$ cat config.mk
export PLATFORM = sky130hd
export DESIGN_NAME = bcd_down_counter
export DESIGN_NICKNAME = d
export VERILOG_FILES = /design/src/rtl/bcd_down_counter.sv
export SDC_FILE = /design/constraint.sdc
export NUM_CORES = 1
export LEC_CHECK = 0
export ABC_CLOCK_PERIOD_IN_PS = 1500
export BUFFER_PORTS_ARGS = -buffer_cell sky130_fd_sc_hd__clkbuf_2
export CAP_MARGIN = 20
export CORE_MARGIN = 8
export CORE_UTILIZATION = 44
export CTS_BUF_LIST = sky130_fd_sc_hd__clkbuf_8
export DETAILED_ROUTE_END_ITERATION = 16
export PLACE_DENSITY = 0.77
export SYNTH_ARGS = -nofsm -noshare
export SYNTH_HDL_FRONTEND = slang
export SYNTH_SLANG_ARGS = --single-unit
$ cat constraint.sdc
create_clock -name clk -period 1.5 [get_ports clk]
set_input_delay 0.15 -clock clk [delete_from_list [all_inputs] [get_ports clk]]
set_output_delay 0.15 -clock clk [all_outputs]
set_load 0.05 [all_outputs]
$ cat src/rtl/bcd_down_counter.sv
// bcd_down_counter
//   Loadable multi-digit BCD countdown timer. The count moves down one step every
//   PRESCALE clock cycles while running. It can be paused and resumed. A
//   one-cycle terminal pulse marks the edge on which the count reaches zero.
//
// Ports
//   clk      in   rising-edge clock
//   rst_n    in   asynchronous active-low reset
//   load     in   load the (digit-clamped) preset and return to IDLE; top priority
//   preset   in   BCD preset, digit 0 in [3:0]
//   start    in   begin/resume counting (ignored in IDLE when count is zero)
//   pause    in   suspend counting; outranks start
//   count    out  registered BCD count
//   count_n  out  bitwise complement of count
//   running  out  state is RUN
//   zero     out  count is zero
//   done     out  state is DONE (one cycle, first cycle count reads zero)
module bcd_down_counter #(
  parameter int DIGITS   = 2,
  parameter int PRESCALE = 4
) (
  input  logic                  clk,
  input  logic                  rst_n,
  input  logic                  load,
  input  logic [4*DIGITS-1:0]   preset,
  input  logic                  start,
  input  logic                  pause,
  output logic [4*DIGITS-1:0]   count,
  output logic [4*DIGITS-1:0]   count_n,
  output logic                  running,
  output logic                  zero,
  output logic                  done
);

  localparam int W  = 4 * DIGITS;
  localparam int PW = (PRESCALE > 1) ? $clog2(PRESCALE) : 1;
  localparam logic [PW-1:0] PRE_LAST = PW'(PRESCALE - 1);

  typedef enum logic [1:0] {
    S_IDLE  = 2'd0,
    S_RUN   = 2'd1,
    S_PAUSE = 2'd2,
    S_DONE  = 2'd3
  } state_e;

  state_e        state_q, state_d;
  logic [W-1:0]  count_q, count_d;
  logic [PW-1:0] pre_q,   pre_d;

  logic [W-1:0]      clamp_w;   // preset with each digit saturated at 9
  logic [W-1:0]      dec_w;     // count_q - 1 in BCD
  logic [DIGITS-1:0] borrow;    // borrow into digit g

  assign borrow[0] = 1'b1;

  // Per-digit clamp and decrement; the borrow ripples through every digit
  // combinationally so a multi-digit borrow (e.g. 100 -> 099) lands in one cycle.
  for (genvar g = 0; g < DIGITS; g++) begin : g_dig
    logic [3:0] p_dig, c_dig;
    assign p_dig = preset[4*g +: 4];
    assign c_dig = count_q[4*g +: 4];
    assign clamp_w[4*g +: 4] = (p_dig > 4'd9) ? 4'd9 : p_dig;
    assign dec_w[4*g +: 4]   = !borrow[g]      ? c_dig :
                               (c_dig == 4'd0) ? 4'd9  : c_dig - 4'd1;
    if (g < DIGITS - 1) begin : g_brw
      assign borrow[g+1] = borrow[g] & (c_dig == 4'd0);
    end
  end

  logic tick, is_one, is_zero;
  assign tick    = (pre_q == PRE_LAST);
  assign is_one  = (count_q == W'(1));
  assign is_zero = (count_q == '0);

  always_comb begin
    state_d = state_q;
    count_d = count_q;
    pre_d   = pre_q;
    if (load) begin
      count_d = clamp_w;
      pre_d   = '0;
      state_d = S_IDLE;
    end else begin
      unique case (state_q)
        S_IDLE: begin
          if (!pause && start && !is_zero) state_d = S_RUN;
        end
        S_RUN: begin
          if (pause) begin
            state_d = S_PAUSE;
          end else if (tick) begin
            count_d = dec_w;
            pre_d   = '0;
            // Leaving RUN on the 1 -> 0 step keeps the count from ever wrapping.
            if (is_one) state_d = S_DONE;
          end else begin
            pre_d = pre_q + PW'(1);
          end
        end
        S_PAUSE: begin
          // Prescaler phase is kept so resume finishes the interrupted step.
          if (!pause && start) state_d = S_RUN;
        end
        S_DONE: state_d = S_IDLE;
        default: state_d = S_IDLE;
      endcase
    end
  end

  always_ff @(posedge clk or negedge rst_n) begin
    if (!rst_n) begin
      state_q <= S_IDLE;
      count_q <= '0;
      pre_q   <= '0;
    end else begin
      state_q <= state_d;
      count_q <= count_d;
      pre_q   <= pre_d;
    end
  end

  assign count   = count_q;
  assign count_n = ~count_q;
  assign running = (state_q == S_RUN);
  assign zero    = is_zero;
  assign done    = (state_q == S_DONE);

endmodule

==> summary.txt <==
Status
  – Outcome: complete, but fails checks
  – Failing checks: setup timing

Global routing
  – Total gr overflow: 0
  – Largest net degree at the start of global routing: 16
  – Global-route wire length before repair: between 4000 and 5000 um
  – Initial antenna violation count: 0
  – Gr usage total: between 10% and 20%
  – Vias in the first global route: 944

Worst setup path
  – Setup CP Type: register to output port
  – CP arrival: roughly 1.4 ns
  – CP Launch Type: register
  – R2r setup slk: -0.01 ns
  – Worst R2R Start: count[2]
  – Slowest library cell on the worst path: dfrtp_2
  – WP data required: ~1.4 ns
  – Cells along the critical path: buf_4 -> nor2_2 -> and3_4 -> clkbuf_16
  – CP Capture Type: output port
  – Crit-path max FO: 6
  – FF-to-FF path depth: 3
  – Crit path largest cell delay: between 0.4 and 0.5 ns
  – Reg-to-Reg End: count[5]

Clock network
  – CTS Buffer Depth: 2
  – CTS tree: yes
  – Clk pin slew, worst setup/hold paths: 0.06 ns
  – Inserted Clock Buffers: 3
  – Clock Latency Late Sink: around 0.25 ns
  – CTS Sinks: 12
  – Clk root buf: clkbuf_8
  – H-tree Lvls: 1

STA
  – Worst slew pin tran: about 0.4 ns
  – Slew Viols, Final: 0
  – RSZ-0062 raised after global routing: yes
  – Minimum clock period: around 1.5 ns
  – Setup violations, final: 2
  – Final worst slack: -0.0396 ns
  – Clk_skew: between 0.002 and 0.003 ns
  – Final-report hold violation count: 0
  – Fin crit share: 103%
  – Min Hold Slack: 0.131 ns
  – Max_slew headroom: around 74%
  – Setup tns final: -0.0482 ns
  – Fmax: 0.650 GHz

Die
  – Row count: 15
  – Die height: 58.3 um
  – CORE AREA: between 1500 and 2000 um^2
  – Die Area: 3390 um^2
  – Num ports: 32
  – Initial core utilization: between 40% and 50%
  – DIE WIDTH: 58.3 um

Route
  – 1st-iter DRT viols: 43
  – Top Layer Used: met4
  – DR WL met2: about 1400 um
  – Wl on met1: just over 1000 um
  – Routed Antenna Nets: 0
  – Remaining DRCs: 0
  – DRT Pass-1 Iters: 4
  – Routed Wire Length: approximately 2700 um
  – WL met3: between 200 and 250 um
  – Vias per inst: approximately 5.7
  – WL/cell: between 15 and 20 um
  – Number of vias in the routed layout: slightly above 900

Layout
  – Total Nets Final: ~150
  – Fillers: about 130
  – Multi-input gate area: 492 um^2
  – Share of cells above drive strength 1: roughly half
  – Post-route cell area: roughly 1200 um^2
  – Util after Layout: a little over 70%
  – Antenna cells: 0
  – Seq. cell area: ~310 um^2
  – Synthesis-to-finish area growth: 57.0%

Run
  – Max-Cap Viols: 0

Min path
  – WHS Endpoint: count[2]
  – Worst hold path startpoint: preset[2]
  – Hold Path Depth: 3
  – Min-Delay Path Class: primary input to register

Pwr
  – Pwr dens: 949 nW/um^2
  – P_leak: 0.573 nW
  – VDD IR max: about 0.68 mV

Placed design
  – Placed Instance Area: between 1000 and 1500 um^2
  – DPL Wire Length: 1900 um
  – GPL Wtd Cong: slightly below 0.8
  – Pre-CTS WS: about 0.024 ns
  – Port bufs: 31

Synth
  – Syn nets: ~100
  – Synth warn: 0
  – Mapped cell area: approximately 790 um^2
  – Syn Inst Count: 88
  – Yosys reg bits: 12
  – Seq/Total Area, Yosys: about two fifths
  – Synth unique cells: 38
  – Synthesized area per cell: about 8.9 um^2
synth_stat cells (all sizes together):
library cell,instances,area [um^2]
dfrtp,12,300
inv,11,41.3
nor2,8,30.0
a31oi,5,31.3
o21ai,5,25.0
nor4,4,31.3
nand2,3,11.3
nor2b,3,18.8
or4,3,26.3
a211oi,2,15.0
a21oi,2,10.0
nand3,2,10.0
nand3b,2,15.0
nand4,2,12.5
o211ai,2,15.0
o21a,2,15.0
xnor2,2,17.5
a211o,1,8.76
a31o,1,8.76
and2,1,6.26
and3,1,6.26
and3b,1,8.76
and4,1,8.76
and4bb,1,12.5
buf,1,5.00
clkbuf,1,3.75
ha,1,12.5
mux2i,1,10.0
nand2b,1,6.26
nand4bb,1,16.3
nor3,1,5.00
nor3b,1,7.51
o2111ai,1,8.76
o311ai,1,16.3
o31a,1,8.76
critical path: cells and delay by family (launching register included):
family	cells	cell delay [ns]
simple gates	2	0.37
buf+inv	2	0.33
flops	1	0.44
kinds of logic after synthesis:
kind of cell	after synthesis	share of synthesized area [%]
AOI/OAI and AO/OA	23	20.7
xor gates and xnor gates	2	2.23
muxes	1	1.27
DFF	12	38.2
buffers and inverters	13	6.37
and+or+nand+nor	36	29.6
adders and majority gates	1	1.59
worst max path at each step:
stage	from	end	slack, ns	cells after the start
2_1_floorplan	count[2]	count[5]	-0.07	3
3_3_place_gp	count[2]	count[5]	0.04	3
3_5_place_dp	pre_q[0]	count[6]	0.02	4
4_1_cts	count[2]	zero	-0.02	3
5_1_grt	count[2]	count[5]	-0.07	3
6_report	count[0]	zero	-0.04	4
routing by layer:
| layer | up-vias | global-route usage [%] |
|---|---|---|
| met3 | 20 | 3.97 |
| met5 | - | 0 |
| li1 | 424 | - |
| met4 | 0 | 7.34 |
| met2 | 66 | 25.0 |
| met1 | 420 | 18.7 |
state kept, by name, summed over array words and instances (netlist names):
register  flops
state_q       2
count         8
pre_q         2
where the power goes:
| part | total, W | switching, W | internal, W |
|---|---|---|---|
| logic | 0.000413 | 0.000284 | 0.000129 |
| clock network | 0.000367 | 0.000134 | 0.000233 |
| registers | 0.000391 | 0.0000393 | 0.000351 |
| total | 0.00117 | 0.000457 | 0.000713 |
cell usage in the layout, fill, tap and decap left out, types with 4 or more instances in the layout:
cell,instances
a31oi_1,5
buf_4,16
clkbuf_2,30
clkbuf_8,4
dfrtp_1,5
dfrtp_2,7
inv_1,11
nor2_1,7
o21ai_0,4
layout make-up:
| cell class | instances | area share (%) |
|---|---|---|
| clock buffers | 4 | 4.46 |
| inverters | 11 | 3.35 |
| multi-input cells | 63 | 39.9 |
| flip-flops and latches | 12 | 25.1 |
| well taps | 25 | 2.54 |
| repair buffers | 48 | 24.7 |
through the flow:
step / instances / power [W]
floorplan: 88 / 0.000629
global placement: 153 / 0.000754
detailed placement: 153 / 0.000762
CTS: 160 / 0.00114
global route: 163 / 0.00121
finish: 163 / 0.00117
timing repair:
item,CTS,global route
gates cloned,0,0
setup buffers,2,3
hold buffers,1,0
pin swaps,2,4
gates resized for setup,7,5
hold endpoints to repair,12,0
setup endpoints to repair,1,6
Power figures use the tool's default switching activity.
